**src/rtl/wb_stage_pkg.sv**
```systemverilog
// Shared encodings for the writeback stage: writeback source select,
// load operation codes, FSM states and the RF write-gate helper.
package wb_stage_pkg;

  localparam logic [1:0] WB_ALU  = 2'd0;
  localparam logic [1:0] WB_LOAD = 2'd1;
  localparam logic [1:0] WB_PC4  = 2'd2;

  localparam logic [2:0] LD_B  = 3'd0;
  localparam logic [2:0] LD_H  = 3'd1;
  localparam logic [2:0] LD_W  = 3'd2;
  localparam logic [2:0] LD_BU = 3'd4;
  localparam logic [2:0] LD_HU = 3'd5;

  typedef enum logic {
    ST_IDLE = 1'b0,
    ST_WAIT = 1'b1
  } wb_state_e;

  // r0 is hardwired to zero, so a write aimed at it is dropped here
  function automatic logic wr_gate(input logic wr_en, input logic [4:0] wr);
    return wr_en && (wr != 5'd0);
  endfunction

endpackage

```
**src/rtl/wb_stage_load_align.sv**
```systemverilog
// Load data alignment: selects the addressed byte/halfword from the
// returned word and sign- or zero-extends it. Unknown ops pass the word through.
module wb_stage_load_align
  import wb_stage_pkg::*;
(
  input  logic [31:0] rdata,
  input  logic [2:0]  ld_op,
  input  logic [1:0]  addr_lo,
  output logic [31:0] ext_data
);

  logic [7:0]  byte_v;
  logic [15:0] half_v;

  // pick the addressed lane, then extend according to the load op
  always_comb begin
    byte_v   = rdata[7:0];
    half_v   = addr_lo[1] ? rdata[31:16] : rdata[15:0];
    ext_data = rdata;
    case (addr_lo)
      2'd0:    byte_v = rdata[7:0];
      2'd1:    byte_v = rdata[15:8];
      2'd2:    byte_v = rdata[23:16];
      default: byte_v = rdata[31:24];
    endcase
    case (ld_op)
      LD_B:    ext_data = {{24{byte_v[7]}}, byte_v};
      LD_BU:   ext_data = {24'd0, byte_v};
      LD_H:    ext_data = {{16{half_v[15]}}, half_v};
      LD_HU:   ext_data = {16'd0, half_v};
      default: ext_data = rdata;
    endcase
  end

endmodule

```
**src/rtl/wb_stage.sv**
```systemverilog
// Writeback stage: retires instructions from MEM, waits for load data with a
// timeout, and drives a single registered RF write port. wb_wR is forced to 0
// whenever no write happens, since the decoder forwards on register match alone.
//
//   state   | meaning
//   --------+--------------------------------------------------------
//   ST_IDLE | ready for MEM; non-load ops retire on the next edge
//   ST_WAIT | load accepted, waiting for dm_rvalid or timeout
module wb_stage
  import wb_stage_pkg::*;
#(
  parameter int TIMEOUT = 16
) (
  input  logic        clk,
  input  logic        rst,
  input  logic        mem_valid,
  output logic        mem_ready,
  input  logic        mem_wr_en,
  input  logic [4:0]  mem_wR,
  input  logic [1:0]  mem_wb_sel,
  input  logic [31:0] mem_alu_res,
  input  logic [31:0] mem_pc4,
  input  logic [2:0]  mem_ld_op,
  input  logic [1:0]  mem_addr_lo,
  input  logic        dm_rvalid,
  input  logic [31:0] dm_rdata,
  output logic        wb_we,
  output logic [4:0]  wb_wR,
  output logic [31:0] wb_wD,
  output logic        wb_retire,
  output logic        wb_err
);

  localparam int CW = $clog2(TIMEOUT + 1);
  localparam logic [CW-1:0] CNT_LAST = CW'(TIMEOUT - 1);

  wb_state_e     state_q, state_d;
  logic [CW-1:0] cnt_q, cnt_d;
  logic          ld_wr_en_q, ld_wr_en_d;
  logic [4:0]    ld_wr_q, ld_wr_d;
  logic [2:0]    ld_op_q, ld_op_d;
  logic [1:0]    ld_addr_lo_q, ld_addr_lo_d;
  logic          we_q, we_d;
  logic [4:0]    wr_q, wr_d;
  logic [31:0]   wd_q, wd_d;
  logic          retire_q, retire_d;
  logic          err_q, err_d;
  logic [31:0]   ld_data;

  wb_stage_load_align u_load_align (
    .rdata    (dm_rdata),
    .ld_op    (ld_op_q),
    .addr_lo  (ld_addr_lo_q),
    .ext_data (ld_data)
  );

  // next state, load context capture, timeout count and write-port values
  always_comb begin
    state_d      = state_q;
    cnt_d        = cnt_q;
    ld_wr_en_d   = ld_wr_en_q;
    ld_wr_d      = ld_wr_q;
    ld_op_d      = ld_op_q;
    ld_addr_lo_d = ld_addr_lo_q;
    we_d         = 1'b0;
    wr_d         = 5'd0;
    wd_d         = wd_q;
    retire_d     = 1'b0;
    err_d        = err_q;
    case (state_q)
      ST_IDLE: begin
        if (mem_valid) begin
          if (mem_wb_sel == WB_LOAD) begin
            ld_wr_en_d   = mem_wr_en;
            ld_wr_d      = mem_wR;
            ld_op_d      = mem_ld_op;
            ld_addr_lo_d = mem_addr_lo;
            cnt_d        = '0;
            state_d      = ST_WAIT;
          end else begin
            we_d     = wr_gate(mem_wr_en, mem_wR);
            wr_d     = we_d ? mem_wR : 5'd0;
            wd_d     = (mem_wb_sel == WB_PC4) ? mem_pc4 : mem_alu_res;
            retire_d = 1'b1;
          end
        end
      end
      ST_WAIT: begin
        // returning data takes priority over a timeout in the same cycle
        if (dm_rvalid) begin
          we_d     = wr_gate(ld_wr_en_q, ld_wr_q);
          wr_d     = we_d ? ld_wr_q : 5'd0;
          wd_d     = ld_data;
          retire_d = 1'b1;
          state_d  = ST_IDLE;
        end else if (cnt_q == CNT_LAST) begin
          retire_d = 1'b1;
          err_d    = 1'b1;
          state_d  = ST_IDLE;
        end else begin
          cnt_d = cnt_q + CW'(1);
        end
      end
      default: state_d = ST_IDLE;
    endcase
  end

  // state, load context and registered write port
  always_ff @(posedge clk or negedge rst) begin
    if (!rst) begin
      state_q      <= ST_IDLE;
      cnt_q        <= '0;
      ld_wr_en_q   <= 1'b0;
      ld_wr_q      <= 5'd0;
      ld_op_q      <= LD_W;
      ld_addr_lo_q <= 2'd0;
      we_q         <= 1'b0;
      wr_q         <= 5'd0;
      wd_q         <= 32'd0;
      retire_q     <= 1'b0;
      err_q        <= 1'b0;
    end else begin
      state_q      <= state_d;
      cnt_q        <= cnt_d;
      ld_wr_en_q   <= ld_wr_en_d;
      ld_wr_q      <= ld_wr_d;
      ld_op_q      <= ld_op_d;
      ld_addr_lo_q <= ld_addr_lo_d;
      we_q         <= we_d;
      wr_q         <= wr_d;
      wd_q         <= wd_d;
      retire_q     <= retire_d;
      err_q        <= err_d;
    end
  end

  assign mem_ready = (state_q == ST_IDLE);
  assign wb_we     = we_q;
  assign wb_wR     = wr_q;
  assign wb_wD     = wd_q;
  assign wb_retire = retire_q;
  assign wb_err    = err_q;

endmodule

```
**config.mk**
```make
export PLATFORM = sky130hd
export DESIGN_NAME = wb_stage
export DESIGN_NICKNAME = d
export VERILOG_FILES = /design/src/rtl/wb_stage_pkg.sv /design/src/rtl/wb_stage_load_align.sv /design/src/rtl/wb_stage.sv
export SDC_FILE = /design/constraint.sdc
export NUM_CORES = 1
export LEC_CHECK = 0
export ABC_AREA = 1
export BUFFER_PORTS_ARGS = -buffer_cell sky130_fd_sc_hd__buf_2
export CAP_MARGIN = 20
export CELL_PAD_IN_SITES_DETAIL_PLACEMENT = 1
export CELL_PAD_IN_SITES_GLOBAL_PLACEMENT = 1
export CORE_ASPECT_RATIO = 0.9
export CORE_UTILIZATION = 29
export DETAILED_ROUTE_END_ITERATION = 7
export PLACE_DENSITY_LB_ADDON = 0.05
export RECOVER_POWER = 25
export SLEW_MARGIN = 15
export SYNTH_ARGS = -nofsm -noshare
export SYNTH_HDL_FRONTEND = slang
export SYNTH_SLANG_ARGS = --single-unit
```
**constraint.sdc**
```tcl
create_clock -name clk -period 1.5 [get_ports clk]
set_input_delay 0.45 -clock clk [delete_from_list [all_inputs] [get_ports clk]]
set_output_delay 0.45 -clock clk [all_outputs]
set_load 0.1 [all_outputs]
```
==> flow_summary.toml <==
[global_route]
use_met2 = 0.409
use_met3 = 0.0564
grt_remaining_overflow = 0
track_usage = 0.226
grt_pass1_vias = 4590
gr-max-usage-layer = "met2"
grt_pass1_wl_um = 22400
use_met1 = 0.264
antenna_found_initial = 1
grt_max_degree = 58

[status]
violations = "negative setup slack"
outcome = "finished with violations"

[die]
core-area_mm2 = 0.0117
die_y_um = 107
start_util = 0.305
io_pins = 154
die-area_mm2 = 0.0127
row_count = 37
die_w_um = 119

[pwr]
p_leak_uw = 0.00302
pwr_density_cell_mw_per_mm2 = 1500
p_seq_frac = 0.247
peakVddDrop_v = 0.000899
intPower_uw = 4930
swShare = 0.441
p_clk_frac = 0.256
pwr-share-comb = 0.497
power_switching_uw = 3880

[yosys]
synthesis.nets = 644
yosysWarnings = 0
yosys.cell_count.top_type = "nand2_1"
async_reset_ff_frac = 1.00
synth_ff_type = "dfrtp_1"
netlist_area_mm2 = 0.00355
synth-edff-count = 0
synth_top_area_frac = 0.394
synth_common_cells = "164 x nand2_1, 60 x o21ai_0, 58 x nor2_1"
netlist_top_cells_area = "dfrtp_1 39%, nand2_1 17%, o21ai_0 8.4%, nor2_1 6.1%, inv_1 5.4%"
ys_seq_area_frac = 0.402
synthCells = 529
ys_types = 27
yosys_register_bits = 57
syn_area_per_cell_um2 = 6.72
netlist.top_cell.by_area = "dfrtp_1"

[sta]
drv_slew = 0
min_period_ps = 1580
finalClockSkew_ps = 10.6
rsz0062_at_grt = "true"
min_period_over_period = 1.05
fin_ws_ps = -76.5
hold_viol = 0
worst_pin_slew_ps = 847
setup_viol = 6
fmax_mhz = 634
slew_headroom = 0.436

[final_layout]
fillers = 1462
drive_above_1_share = 0.370
fin_cells = 870
insertedDiodeCount = 0
synthToLayoutAreaGrowth_pct = 65.2
utilization = 0.503
nets = 824

[critical_path]
end_kind = "register"
slowest_stage = "dfrtp_1"
r2r_slack_ps = -80
crit_chain = "ha_2 -> inv_2 -> nor3_2 -> ha_2 -> nor2_4 -> nand2_4 -> nor2_2 -> nor2_1 -> nor3_2"
path_max_fanout = 7
crit_arrival_ps = 1790
crit_buf_inv = 1
critPathKind = "register to register"
crit_family = "simple AND/OR/NAND/NOR gates"
cp-start-kind = "register"
critPathRequiredTime_ps = 1710
cpPeakStageDelay_ps = 370

[detailed_routing]
wire_per_inst_um = 16.1
dr.pass1.iters = 4
initialDrtViolationCount = 237
vias = 4204
drc = 0
vias_per_cell = 4.83
antenna_left = 0
drt-total-wl_um = 14000

[clocking]
cts_buffers = 9
clkTransAtPathRegs_ps = 50
ctsHtreeMaxLevel = 3
clk_latency_ps = 340
cts_root_buffer = "clkbuf_16"
cts_tree = "done"
cts.sinks = 57
cts_hold_buf = 0
clockBufferDepth = 2

[placement]
dp_hpwl_um = 10400
gp_congestion = 0.827
io_buffer_count = 153
place_inst = 842

[hold_path]
hold_class = "input pin to async pin"

[run]
drv_cap = 0
[cell type report]
class,instances,area [um2],share of cell area
clock buffers,11,243,0.0413
clock inverters,5,78.8,0.0134
inverters,56,215,0.0367
multi-input cells,388,1900,0.324
flip-flops and latches,57,1430,0.244
well taps,156,195,0.0332
repair buffers,197,1810,0.308
[worst paths after layout]
| path | startpoint | depth (start not counted) | end |
|---|---|---|---|
| max in group asynchronous | rst | 2 | state_q |
| max | cnt_q[0] | 9 | cnt_q[3] |
| min in group clk | mem_addr_lo[1] | 3 | ld_addr_lo_q[1] |
| min | rst | 2 | wb_wD[30] |
| max reg2reg | cnt_q[0] | 9 | cnt_q[3] |
| min reg2reg | ld_wr_q[4] | 2 | ld_wr_q[4] |
[kinds of logic (layout without fill, tap and decap cells)]
logic type	after synthesis	after routing	share of synthesized area
adders and majority gates	2	2	0.00704
and+or+nand+nor	249	250	0.282
DFF	57	57	0.402
AOI/OAI and AO/OA	136	136	0.212
buffers and inverters	85	269	0.0982
[state kept, by name, indices dropped and copies added (netlist names), 2 cells and up]
| name | count |
|---|---|
| ld_op_q | 3 |
| ld_addr_lo_q | 2 |
| ld_wr_q | 5 |
| cnt_q | 5 |
| wb_wD | 32 |
| wb_wR | 5 |
[what timing repair did]
action	in CTS	in global routing
setup endpoints to repair	14	35
pin swaps	5	9
buffers inserted	5	7
gates cloned	0	1
resized for setup	14	30
[through the flow]
stage          hold slack (ps)  setup TNS [ps]  instance area, um2  setup WS (ps)  power, uW
2_1_floorplan              154               0                3560           31.9       4610
3_3_place_gp               470               0                5350           5.36       6340
3_5_place_dp               481            -954                5350           -160       6410
4_1_cts                    127           -27.2                5740          -16.3       8760
5_1_grt                    346           -1450                5870           -159       9210
6_report                   301            -269                5870          -76.5       8800
[per-layer routing]
metal,wire length (um),up-vias
met3,668,17
met4,222,0
met5,0,-
met2,7220,102
met1,5920,2016
li1,-,2069
[cell usage in the layout, fill, tap and decap left out, types with 2 or more instances in the layout]
| cell type | count |
|---|---|
| o21ai_2 | 15 |
| o21ai_1 | 16 |
| inv_2 | 5 |
| nand4_1 | 4 |
| nand2_4 | 5 |
| buf_6 | 2 |
| bufinv_16 | 2 |
| a31oi_2 | 3 |
| a21oi_1 | 32 |
| buf_2 | 112 |
| nand3_1 | 9 |
| inv_4 | 2 |
| clkbuf_16 | 9 |
| buf_4 | 34 |
| inv_1 | 49 |
| a31oi_1 | 13 |
| nand2_2 | 6 |
| nor2_1 | 56 |
| o21ai_0 | 48 |
| o22ai_1 | 6 |
| nor2_4 | 2 |
| dfrtp_2 | 2 |
| buf_12 | 48 |
| nand2_1 | 160 |
| dfrtp_1 | 54 |
| nor2_2 | 2 |
| clkinv_2 | 2 |
| ha_2 | 2 |
| nor3_2 | 3 |
[worst register-to-register path, cell delays in order (launching register included)]
cell and delay (ps):
dfrtp_1 370, ha_2 210, inv_2 50, nor3_2 150, ha_2 260, nor2_4 60, nand2_4 120, nor2_2 50
nor2_1 130, nor3_2 50
[power groups by stage]
| stage | Clock, uW | Sequential [uW] | Combinational [uW] |
|---|---|---|---|
| final | 2260 | 2170 | 4380 |
| after global routing | 2370 | 2210 | 4630 |
| after CTS | 2300 | 2170 | 4280 |
| after detailed placement | 0 | 2190 | 4220 |
| after global placement | 0 | 2180 | 4160 |
| after floorplan | 0 | 3600 | 1020 |
Note: power is estimated with default switching activity, not from simulation.
